## src/rtl/busca_instrucao.sv

```systemverilog
// -----------------------------------------------------------------------------
// busca_instrucao -- instruction-fetch stage ahead of the main control decoder.
//
// Holds the PC and reads one instruction word at a time from instruction
// memory over a req/ack handshake. The returned word is registered and shown
// to the decoder and datapath, together with its opcode. When the datapath
// finishes the instruction, the next PC is chosen from the decoder's
// Branch/Jump outputs. A misaligned target stops the stage in a sticky error
// state, which only reset clears.
//
// Ports:
//   iCLK, iRST_n        clock (rising edge); asynchronous active-low reset
//   iHabilita           allows a new fetch to start
//   iBranch, iJump      decoder outputs for the current instruction
//   iJalr               current instruction is JALR
//   iTomado             branch condition from the ALU compare
//   iImm, iRegBase      sign-extended immediate; rs1 value (JALR base)
//   iAvanca             datapath done with the current instruction
//   oMemReq, oMemEnd    memory read request and word address (current PC)
//   iMemAck, iMemDado   memory data valid this cycle, and the read data
//   oInstr, oOpcode     registered instruction and its bits [6:0]
//   oPC, oPC4           PC of oInstr and that PC + 4 (link value)
//   oValida             oInstr may be executed
//   oErroAlinh          sticky misaligned-target flag
// -----------------------------------------------------------------------------
module busca_instrucao #(
  parameter logic [31:0] PC_INICIAL = 32'h0040_0000,
  parameter int          LARGURA    = 32
) (
  input  logic               iCLK,
  input  logic               iRST_n,
  input  logic               iHabilita,
  input  logic               iBranch,
  input  logic               iJump,
  input  logic               iJalr,
  input  logic               iTomado,
  input  logic [LARGURA-1:0] iImm,
  input  logic [LARGURA-1:0] iRegBase,
  input  logic               iAvanca,
  output logic               oMemReq,
  output logic [LARGURA-1:0] oMemEnd,
  input  logic               iMemAck,
  input  logic [LARGURA-1:0] iMemDado,
  output logic [LARGURA-1:0] oInstr,
  output logic [6:0]         oOpcode,
  output logic [LARGURA-1:0] oPC,
  output logic [LARGURA-1:0] oPC4,
  output logic               oValida,
  output logic               oErroAlinh
);

  typedef enum logic [1:0] {
    BUSCA  = 2'd0,  // idle; the request follows iHabilita
    ESPERA = 2'd1,  // request issued, waiting for the ack
    PRONTA = 2'd2,  // instruction valid, waiting for iAvanca
    ERRO   = 2'd3   // misaligned target; only reset leaves this state
  } estado_t;

  estado_t            estado_q, estado_d;
  logic [LARGURA-1:0] pc_q, pc_d;
  logic [LARGURA-1:0] instr_q, instr_d;

  logic [LARGURA-1:0] soma_jalr;
  logic [LARGURA-1:0] pc_prox;
  logic               desalinhado;
  logic               req;

  // Next-PC selection in priority order. All sums wrap modulo 2^32.
  always_comb begin
    soma_jalr = iRegBase + iImm;
    if (iJump && iJalr) begin
      pc_prox = {soma_jalr[LARGURA-1:1], 1'b0};
    end else if (iJump || (iBranch && iTomado)) begin
      pc_prox = pc_q + iImm;
    end else begin
      pc_prox = pc_q + LARGURA'(4);
    end
    // Bit 0 can only be set on a PC+imm target, because JALR clears it.
    // Either low bit set means the target is not word aligned.
    desalinhado = |pc_prox[1:0];
  end

  // NOTE: every variable written in this block gets a default first, so
  // paths that do not assign it cannot infer a latch.
  always_comb begin
    estado_d = estado_q;
    pc_d     = pc_q;
    instr_d  = instr_q;
    req      = 1'b0;
    unique case (estado_q)
      BUSCA: begin
        if (iHabilita) begin
          req = 1'b1;
          if (iMemAck) begin
            instr_d  = iMemDado;
            estado_d = PRONTA;
          end else begin
            estado_d = ESPERA;
          end
        end
      end
      ESPERA: begin
        // An issued request is never withdrawn, even if iHabilita drops.
        req = 1'b1;
        if (iMemAck) begin
          instr_d  = iMemDado;
          estado_d = PRONTA;
        end
      end
      PRONTA: begin
        if (iAvanca) begin
          if (desalinhado) begin
            // Keep the PC so oPC still points at the faulting instruction.
            estado_d = ERRO;
          end else begin
            pc_d     = pc_prox;
            estado_d = BUSCA;
          end
        end
      end
      ERRO: begin
        estado_d = ERRO;
      end
      default: begin
        estado_d = BUSCA;
      end
    endcase
  end

  // NOTE: sequential state uses non-blocking assignments, so every register
  // samples values from before the clock edge, whatever the statement order.
  always_ff @(posedge iCLK or negedge iRST_n) begin
    if (!iRST_n) begin
      estado_q <= BUSCA;
      pc_q     <= PC_INICIAL;
      instr_q  <= '0;
    end else begin
      estado_q <= estado_d;
      pc_q     <= pc_d;
      instr_q  <= instr_d;
    end
  end

  // NOTE: the request is gated by iRST_n directly. While reset is held, the
  // state already reads BUSCA, and iHabilita alone must not raise a request.
  assign oMemReq    = req && iRST_n;
  assign oMemEnd    = pc_q;
  assign oInstr     = instr_q;
  assign oOpcode    = instr_q[6:0];
  assign oPC        = pc_q;
  assign oPC4       = pc_q + LARGURA'(4);
  assign oValida    = (estado_q == PRONTA);
  assign oErroAlinh = (estado_q == ERRO);

endmodule

```

## config.mk

```make
export PLATFORM = sky130hd
export DESIGN_NAME = busca_instrucao
export DESIGN_NICKNAME = d
export VERILOG_FILES = /design/src/rtl/busca_instrucao.sv
export SDC_FILE = /design/constraint.sdc
export NUM_CORES = 1
export LEC_CHECK = 0
export BUFFER_PORTS_ARGS = -buffer_cell sky130_fd_sc_hd__buf_2
export CORE_MARGIN = 4
export CORE_UTILIZATION = 45
export CTS_CLUSTER_SIZE = 28
export DETAILED_ROUTE_END_ITERATION = 8
export MAX_ROUTING_LAYER = met4
export PLACE_DENSITY = 0.83
export SETUP_SLACK_MARGIN = 0.02
export SLEW_MARGIN = 20
export SYNTH_ARGS = -nofsm -noshare
export SYNTH_HDL_FRONTEND = slang
export SYNTH_SLANG_ARGS = --single-unit
export TNS_END_PERCENT = 1
```

## constraint.sdc

```tcl
create_clock -name iCLK -period 6.1 [get_ports iCLK]
set_input_delay 0.61 -clock iCLK [delete_from_list [all_inputs] [get_ports iCLK]]
set_output_delay 0.61 -clock iCLK [all_outputs]
set_load 0.005 [all_outputs]
```

---- After elaboration in Yosys (flattened, before gate mapping) ----
Index checks and enable logic that the tools add are counted.
storage, ports and cells
  flip-flop bits (word level) ............. 66
  bits of input ports ..................... 105
  output and inout port bits .............. 138
  word-level logic and storage cells ...... 36
operators by class
  add/sub/neg operators ................... 3
  equality and inequality tests ........... 6
  muxes and demuxes ....................... 13
  bitwise gates (word level) .............. 1
  reductions and logical operators ........ 10
operator list
  operator                                                                number
  32-bit two-way mux                                                      4
  32-bit adder                                                            2
  32-bit one-hot mux with 2 select lines                                  1
  32-bit by 3-bit adder with 32-bit output (second input constant)        1
  2-bit two-way mux                                                       5
  2-bit one-hot mux with 4 select lines                                   1
  2-bit != test (second input constant)                                   3
  3-bit AND reduction                                                     2
  2-bit equality test (second input constant)                             2
  1-bit logical AND                                                       3
  2-bit by 1-bit equality test with 1-bit output (second input constant)  1
  2-bit logical NOT                                                       1
  1-bit one-hot mux with 2 select lines                                   1
  2-bit AND reduction                                                     1
  2-bit nonzero test                                                      1
  2-bit OR reduction                                                      1
  1-bit logical OR                                                        1
  1-bit two-way mux                                                       1
  1-bit inverter                                                          1

---- Depth between registers and ports, before layout ----
Gate-level depths: netlist of the first run.
  depth after elaboration ................. 8
  mapped depth ............................ 12

---- Least setup slack after synthesis of the first run ----
Ideal clock, no wire load.
  path type ............................... input-to-reg
  start ................................... in iImm[5]
  end ..................................... reg pc_q[26], in the netlist oMemEnd[26]
  setup time .............................. 0.140 ns
  arrival time ............................ 2.994 ns
  data required time ...................... 5.960 ns
  setup slack ............................. 2.966 ns
  stages .................................. 11
  path buffers ............................ 0
  path through ............................ ha_1 and2_1 a221o_1 o21ai_1 a311oi_1 o31ai_1 a21oi_1 o21ai_0 mux2_2 a221oi_1 o211ai_1
on the way
  word-level cells in the longest chain between the ends .. 3
RTL lines
  element                 line  source
  start: declaration      37    input logic [LARGURA-1:0] iImm,
  32-bit adder            74    pc_prox = pc_q + iImm;
  32-bit two-way mux      73    end else if (iJump || (iBranch && iTomado)) begin
  32-bit two-way mux *    71    if (iJump && iJalr) begin
  end signal: assignment  139   pc_q <= pc_d;
  end: declaration        60    logic [LARGURA-1:0] pc_q, pc_d;
Every way passes the cells marked *; elsewhere a longest branch is shown, timed or not.
A chain may end at the register's enable or synchronous reset.

---- Worst setup path in the final report of the first run ----
  start ................................... reg pc_q[7], in the netlist oMemEnd[7]
  end ..................................... out oPC4[26]
on the way
  word-level cells in the longest chain between the ends .. 1
RTL lines
  element                                   line  source
  32-bit by 3-bit adder with 32-bit output  151   assign oPC4 = pc_q + LARGURA'(4);
  end: declaration                          47    output logic [LARGURA-1:0] oPC4,
Every way passes these cells.

==> results of run 1 <==
==> kinds of logic (layout without fill, tap and decap cells) <==
family	count (synthesis)	after routing	synth area share
flip-flops	66	66	0.242
AND/OR/NAND/NOR	237	237	0.166
adder cells (fa/ha/maj)	64	64	0.119
multiplexers	34	34	0.0558
XOR/XNOR	79	79	0.101
buffers and inverters	89	285	0.0727
other	0	1	0
AO/OA/AOI/OAI	253	253	0.243
==> worst max-delay path by stage <==
stage	slack [ps]	depth (start not counted)	to	start
after detailed placement	2290	12	oMemEnd[29]	iImm[0]
after CTS	2360	7	oPC4[26]	oMemEnd[7]
after global placement	2440	13	oMemEnd[26]	iImm[0]
after global routing	2210	7	oPC4[26]	oMemEnd[9]
after floorplan	2970	11	oMemEnd[26]	iImm[5]
final	2270	7	oPC4[26]	oMemEnd[7]
==> sequential cells by signal (all words and copies together), names as in the netlist <==
signal / count
oInstr: 32
oMemEnd: 32
estado_q: 2
==> routing by layer <==
metal | share of wire | routed length [um] | up-vias | global-route usage
met4 | 0.020 | 451 | 0 | 0.0718
li1 | - | - | 3385 | -
met5 | 0 | 0 | - | -
met1 | 0.43 | 9590 | 3233 | 0.328
met3 | 0.082 | 1810 | 41 | 0.0493
met2 | 0.47 | 10400 | 345 | 0.414
==> layout make-up <==
| type | instances | area (um2) |
|---|---|---|
| fill | 1353 | 6490 |
| multi-input combinational | 667 | 4690 |
| sequential | 66 | 1650 |
| timing repair buffer | 247 | 1250 |
| tap | 184 | 230 |
| clock buffer | 9 | 225 |
| inverter | 22 | 82.6 |
| clock inverter | 7 | 77.6 |
| antenna | 1 | 2.50 |
==> cell usage in the layout (no fill, tap or decap), types with 25 or more instances in the layout <==
cell	netlist	final
xor2_1	25	25
nand3_1	28	28
dfrtp_1	65	65
ha_1	62	62
nor2_1	44	44
mux2_2	33	33
o21ai_0	56	56
buf_2	1	242
xnor2_1	54	54
nand2_1	80	80
a21o_1	25	25
a21oi_1	59	58
==> stage by stage <==
step	instances	setup WS (ps)	cell area, um2
floorplan	822	2970	6840
global placement	1186	2440	7900
detailed placement	1186	2290	7900
CTS	1202	2360	8210
global route	1203	2210	8210
finish	1203	2270	8210
==> power groups by stage <==
| stage | logic [mW] | clock network, mW | registers [mW] |
|---|---|---|---|
| after floorplan | 1.40 | 0 | 0.876 |
| after global placement | 1.98 | 0 | 0.909 |
| after detailed placement | 2.01 | 0 | 0.924 |
| after CTS | 2.02 | 0.540 | 0.916 |
| after global routing | 2.23 | 0.561 | 0.961 |
| final | 2.03 | 0.531 | 0.921 |
==> cells in the mapped netlist, types with 2 or more instances <==
master     number
nor3_1         18
a21oi_2         2
xor2_1         25
clkbuf_1       22
nand2b_1        4
nand4_1        15
a21o_1         25
o211ai_1       17
o21bai_1        7
a31oi_1        12
buf_1           2
and3_1         16
a211oi_1       12
a221o_1         3
o2111ai_1       2
inv_1          22
nor2b_1         6
ha_1           62
a2111oi_0       3
a22oi_1         2
a21oi_1        59
o21ai_1         3
o21ai_0        56
xnor2_1        54
nand2_1        80
a221oi_1        5
a21boi_0        5
and2_1         16
nand3_1        28
a311oi_1        4
fa_1            2
buf_4          41
nor2_1         44
dfrtp_1        65
o22ai_1         6
o311ai_0        2
nor3_2          2
o31ai_1         5
mux2_2         33
o21a_1          8
==> reports/results.tsv, run 1 <==
metric	value	unit
row count	44	
Via density	5.82	
worst-path cell chain	and3_1 > nand4_1 > nor3_1 > nand3_1 > nor2_1 > xor2_1 > buf_2	
worst r2r dst	oMemEnd[29]	
CP bufs+invs	1	
WL per Instance	18.5	um
CTS tree	built	
total routed wirelength	22200	um
crit end category	output port	
slowest CP cell	nor3_1	
Yosys Warn Count	0	
clock root cell	clkbuf_16	
Pwr Total	3.48	mW
Worst EP arrival	3220	ps
LEAKAGE	4.01	nW
Post-Syn Instances	822	
Primary FF master, synth	dfrtp_1	
CP Launch Type	flop	
synthesized area	6840	um2
worst slew pin tran	1180	ps
layout cells sized above 1	0.304	
post-synthesis net count	991	
Die W	131	um
max-slew violation count	0	
fraction of registers with async set/reset	1.00	
Core ar.	14700	um2
fin crit period	3830	ps
setup TNS	0	ps
drt pass-1 iters	7	
final setup violation count	0	
DP HPWL	17500	um
gr usage total	0.256	
htree depth	3	
Gate power share	0.583	
Worst Hold Path EP	estado_q[0]	
Die Ht	131	um
Starting Density	0.465	
Sequential Power Share	0.264	
hold_sp	iMemAck	
peak supply drop	0.000171	V
worst min path class	in2reg	
Residual DRC	0	
R2R setup slack	2540	ps
Final Util	0.558	
P per Cell Area	424	nW/um2
antenna violations before repair	1	
Setup Skew	7.93	ps
Hold Crit Depth	2	
worst reg2reg startpoint	oMemEnd[0]	
hold slack	470	ps
critical path's largest stage delay	1010	ps
slew margin rel.	0.208	
max cap viols	0	
initial drt markers	594	
Layout Nets	1182	
global route overflow	0	
post-synth top area share	0.238	
post-CTS setup buffer count	0	
Clock power frac	0.152	
synth top area cells	dfrtp_1 (24%), ha_1 (11%), xnor2_1 (6.9%)	
area leader, netlist	dfrtp_1	
FMAX	0.261	GHz
Reg2Reg Depth	11	
routed via count	7004	
Die Footprint	17200	um2
clock latency on the worst-skew pair	340	ps
Max FO, Critical Path	8	
Post-synth EDFFs	0	
Setup Crit Path Kind	reg2out	
Syn Area/Cell	8.32	um2
Sink Count	66	
synth unique cells	67	
Sw Ratio	0.445	
pin count of the biggest net entering global routing	68	
Req. time, crit path	5490	ps
Worst path top cell family by delay	simple AND/OR/NAND/NOR gates	
Worst-path clk slew	60	ps
CTS max path bufs	2	
total CTS buffers	9	
Pint	1.93	mW
outcome	finished, final reports clean	
Seq/Total Area, Yosys	0.242	
PostCTS Resize Cnt	0	
first-pass GRT wire length	35200	um
hold_buf cts	0	
fin crit share	0.628	
Antenna Nets Post-Route	0	
switching power	1.55	mW
Layout area overhead	20.1	%
Yosys reg bits	66	
vias in the first global route	6758	
io pins	243	
GPL Wtd Cong	1.01	
Final Hold Vio Count	0	
RSZ-0062 raised after global routing	no	
IO buf count	242	
Power figures use the tool's default switching activity.
==> inputs of run 2 (changes only) <==
--- a/config.mk
+++ b/config.mk
@@ -5,13 +5,14 @@
 export SDC_FILE = /design/constraint.sdc
 export NUM_CORES = 1
 export LEC_CHECK = 0
+export ABC_AREA = 1
 export BUFFER_PORTS_ARGS = -buffer_cell sky130_fd_sc_hd__buf_2
 export CORE_MARGIN = 4
 export CORE_UTILIZATION = 45
 export CTS_CLUSTER_SIZE = 28
 export DETAILED_ROUTE_END_ITERATION = 8
 export MAX_ROUTING_LAYER = met4
-export PLACE_DENSITY = 0.83
+export PLACE_DENSITY = 0.84
 export SETUP_SLACK_MARGIN = 0.02
 export SLEW_MARGIN = 20
 export SYNTH_ARGS = -nofsm -noshare
==> constraint.sdc (replaced) <==
create_clock -name iCLK -period 3.4 [get_ports iCLK]
set_input_delay 0.34 -clock iCLK [delete_from_list [all_inputs] [get_ports iCLK]]
set_output_delay 0.34 -clock iCLK [all_outputs]
set_load 0.005 [all_outputs]
==> reports/results.tsv, run 2 <==
metric	value	unit
most frequent cells in the layout	nand2_1 (480), buf_2 (242), inv_1 (142), nor2_1 (117), nand3_1 (95)	
pin count of the biggest net entering global routing	67	
peak supply drop	0.000606	V
Req. time, crit path	3060	ps
cell with the most instances after synthesis	nand2_1	
final setup violation count	0	
worst slew pin tran	946	ps
CTS max path bufs	2	
CP bufs+invs	1	
Final Cell Area	9680	um2
DP HPWL	25300	um
fin crit period	2710	ps
initial drt markers	875	
outcome	finished, final reports clean	
Starting Density	0.458	
fraction of registers with async set/reset	1.00	
gr usage total	0.293	
layout cells sized above 1	0.198	
Core ar.	18000	um2
area of the multi-input gates	5630	um2
global route overflow	0	
drt pass-1 iters	6	
row count	49	
P per Cell Area	729	nW/um2
Layout fillers	1830	
most frequent CP cell	nand2_1	
Die Ht	143	um
vias in the first global route	8778	
RSZ-0062 raised after global routing	no	
total CTS buffers	9	
Post-synth EDFFs	0	
Yosys reg bits	66	
htree depth	3	
synth unique cells	39	
Worst path top cell family by delay	simple AND/OR/NAND/NOR gates	
PostCTS Resize Cnt	0	
Setup Skew	5.00	ps
post-synth top area share	0.219	
fin worst setup slack	690	ps
total routed wirelength	30900	um
slowest CP cell	dfrtp_1	
Die Footprint	20500	um2
routed via count	9703	
Pwr Total	7.06	mW
WL per Instance	17.4	um
Die W	143	um
Layout area overhead	17.7	%
Setup Crit Path Kind	reg2out	
fin crit share	0.797	
Seq/Total Area, Yosys	0.201	
non-filler cells, final	1776	
CTS tree	built	
clock root cell	clkbuf_16	
Yosys Warn Count	0	
max cap viols	0	
synthesized area	8220	um2
synth top area cells	nand2_1 (22%), dfrtp_1 (20%), ha_1 (9.4%)	
area leader, netlist	nand2_1	
max-slew violation count	0	
critical path's largest stage delay	570	ps
first-pass GRT wire length	46200	um
synth cell count leaders	nand2_1 (480), inv_1 (142), nor2_1 (117)	
GPL Wtd Cong	1.02	
crit end category	output port	
post-synthesis net count	1513	
antenna violations before repair	0	
LEAKAGE	5.48	nW
most common cell after layout, fill and taps aside	nand2_1	
FMAX	0.369	GHz
Worst-path clk slew	60	ps
Post-Syn Instances	1344	
dpl cell area	9370	um2
Reg area	1650	um2
Worst EP arrival	2370	ps
CP Launch Type	flop	
worst-path cell chain	nand2_1 > nor2_1 > nand2_1 > nor3_1 > nand2_1 > xnor2_1 > buf_2	
post-CTS setup buffer count	0	
Syn Area/Cell	6.12	um2
IO buf count	242	
Sink Count	66	
Primary FF master, synth	dfrtp_1	
io pins	243	
Layout Nets	1711	
hold_buf cts	0	
worst min path class	in2reg	
Via density	5.46	
slew margin rel.	0.368	
clock latency on the worst-skew pair	340	ps
Final Hold Vio Count	0	
Antenna Nets Post-Route	0	
Setup WS pre-CTS	923	ps
setup TNS	0	ps
ANT cells	0	
dpl cells	1760	
Max FO, Critical Path	8	
Residual DRC	0	
-- run 2: cell count changes in the layout (fill, tap and decap cells not counted), sizes merged, moves of 12 or more --
| cell | before | now |
|---|---|---|
| a31oi | 12 | 0 |
| nand3b | 0 | 17 |
| and3 | 16 | 1 |
| a21oi | 62 | 87 |
| o211ai | 17 | 2 |
| nand2 | 80 | 480 |
| inv | 24 | 146 |
| xnor2 | 54 | 9 |
| nand3 | 28 | 96 |
| and2 | 16 | 4 |
| a211oi | 12 | 0 |
| nor2 | 44 | 119 |
| a21o | 25 | 7 |
-- run 2: worst paths after layout --
check                                  from  slack, ps     endpoint  depth (start not counted)
worst max register to register   oMemEnd[0]        920  oMemEnd[30]                         16
worst min-delay path            iMemDado[2]        230    oInstr[2]                          2
worst min register to register   oInstr[24]        500   oInstr[24]                          1
max in group asynchronous            iRST_n       2530   oInstr[24]                          2
min in group asynchronous            iRST_n        290  oMemEnd[28]                          2
worst max-delay path            oMemEnd[14]        690     oPC4[31]                          7
-- run 2: final cells by class --
type	instances	share of cell area
clock buffers	9	0.0233
clock inverters	7	0.00802
inverters	144	0.0559
multi-input cells	1072	0.582
flip-flops and latches	66	0.171
well taps	229	0.0296
repair buffers	249	0.131
-- run 2: routing by layer --
layer / up-vias / track usage / share of wire
met3: 80 / 0.0258 / 0.089
met2: 500 / 0.475 / 0.46
met5: - / - / 0
met4: 0 / 0.107 / 0.036
li1: 4729 / - / -
met1: 4394 / 0.383 / 0.41
-- run 2: metrics by stage --
stage	utilization	hold WS, ps
after floorplan	-	44.4
after global placement	0.522	481
after detailed placement	0.522	488
after CTS	0.539	228
after global routing	0.539	234
final	0.539	235
-- run 2: where the power goes --
group          switching [mW]  internal [mW]  total (mW)  leakage, nW
registers               0.575           1.16        1.73        0.798
logic                    2.59           1.78        4.37         4.54
clock network           0.379          0.574       0.953        0.146
total                    3.55           3.51        7.06         5.48
-- run 2: cell families after synthesis --
logic type               Yosys count  synth area share
adder cells (fa/ha/maj)           64            0.0993
AO/OA/AOI/OAI                    180             0.119
AND/OR/NAND/NOR                  759             0.383
flip-flops                        66             0.201
XOR/XNOR                          37            0.0394
multiplexers                      32            0.0438
buffers and inverters            206             0.114
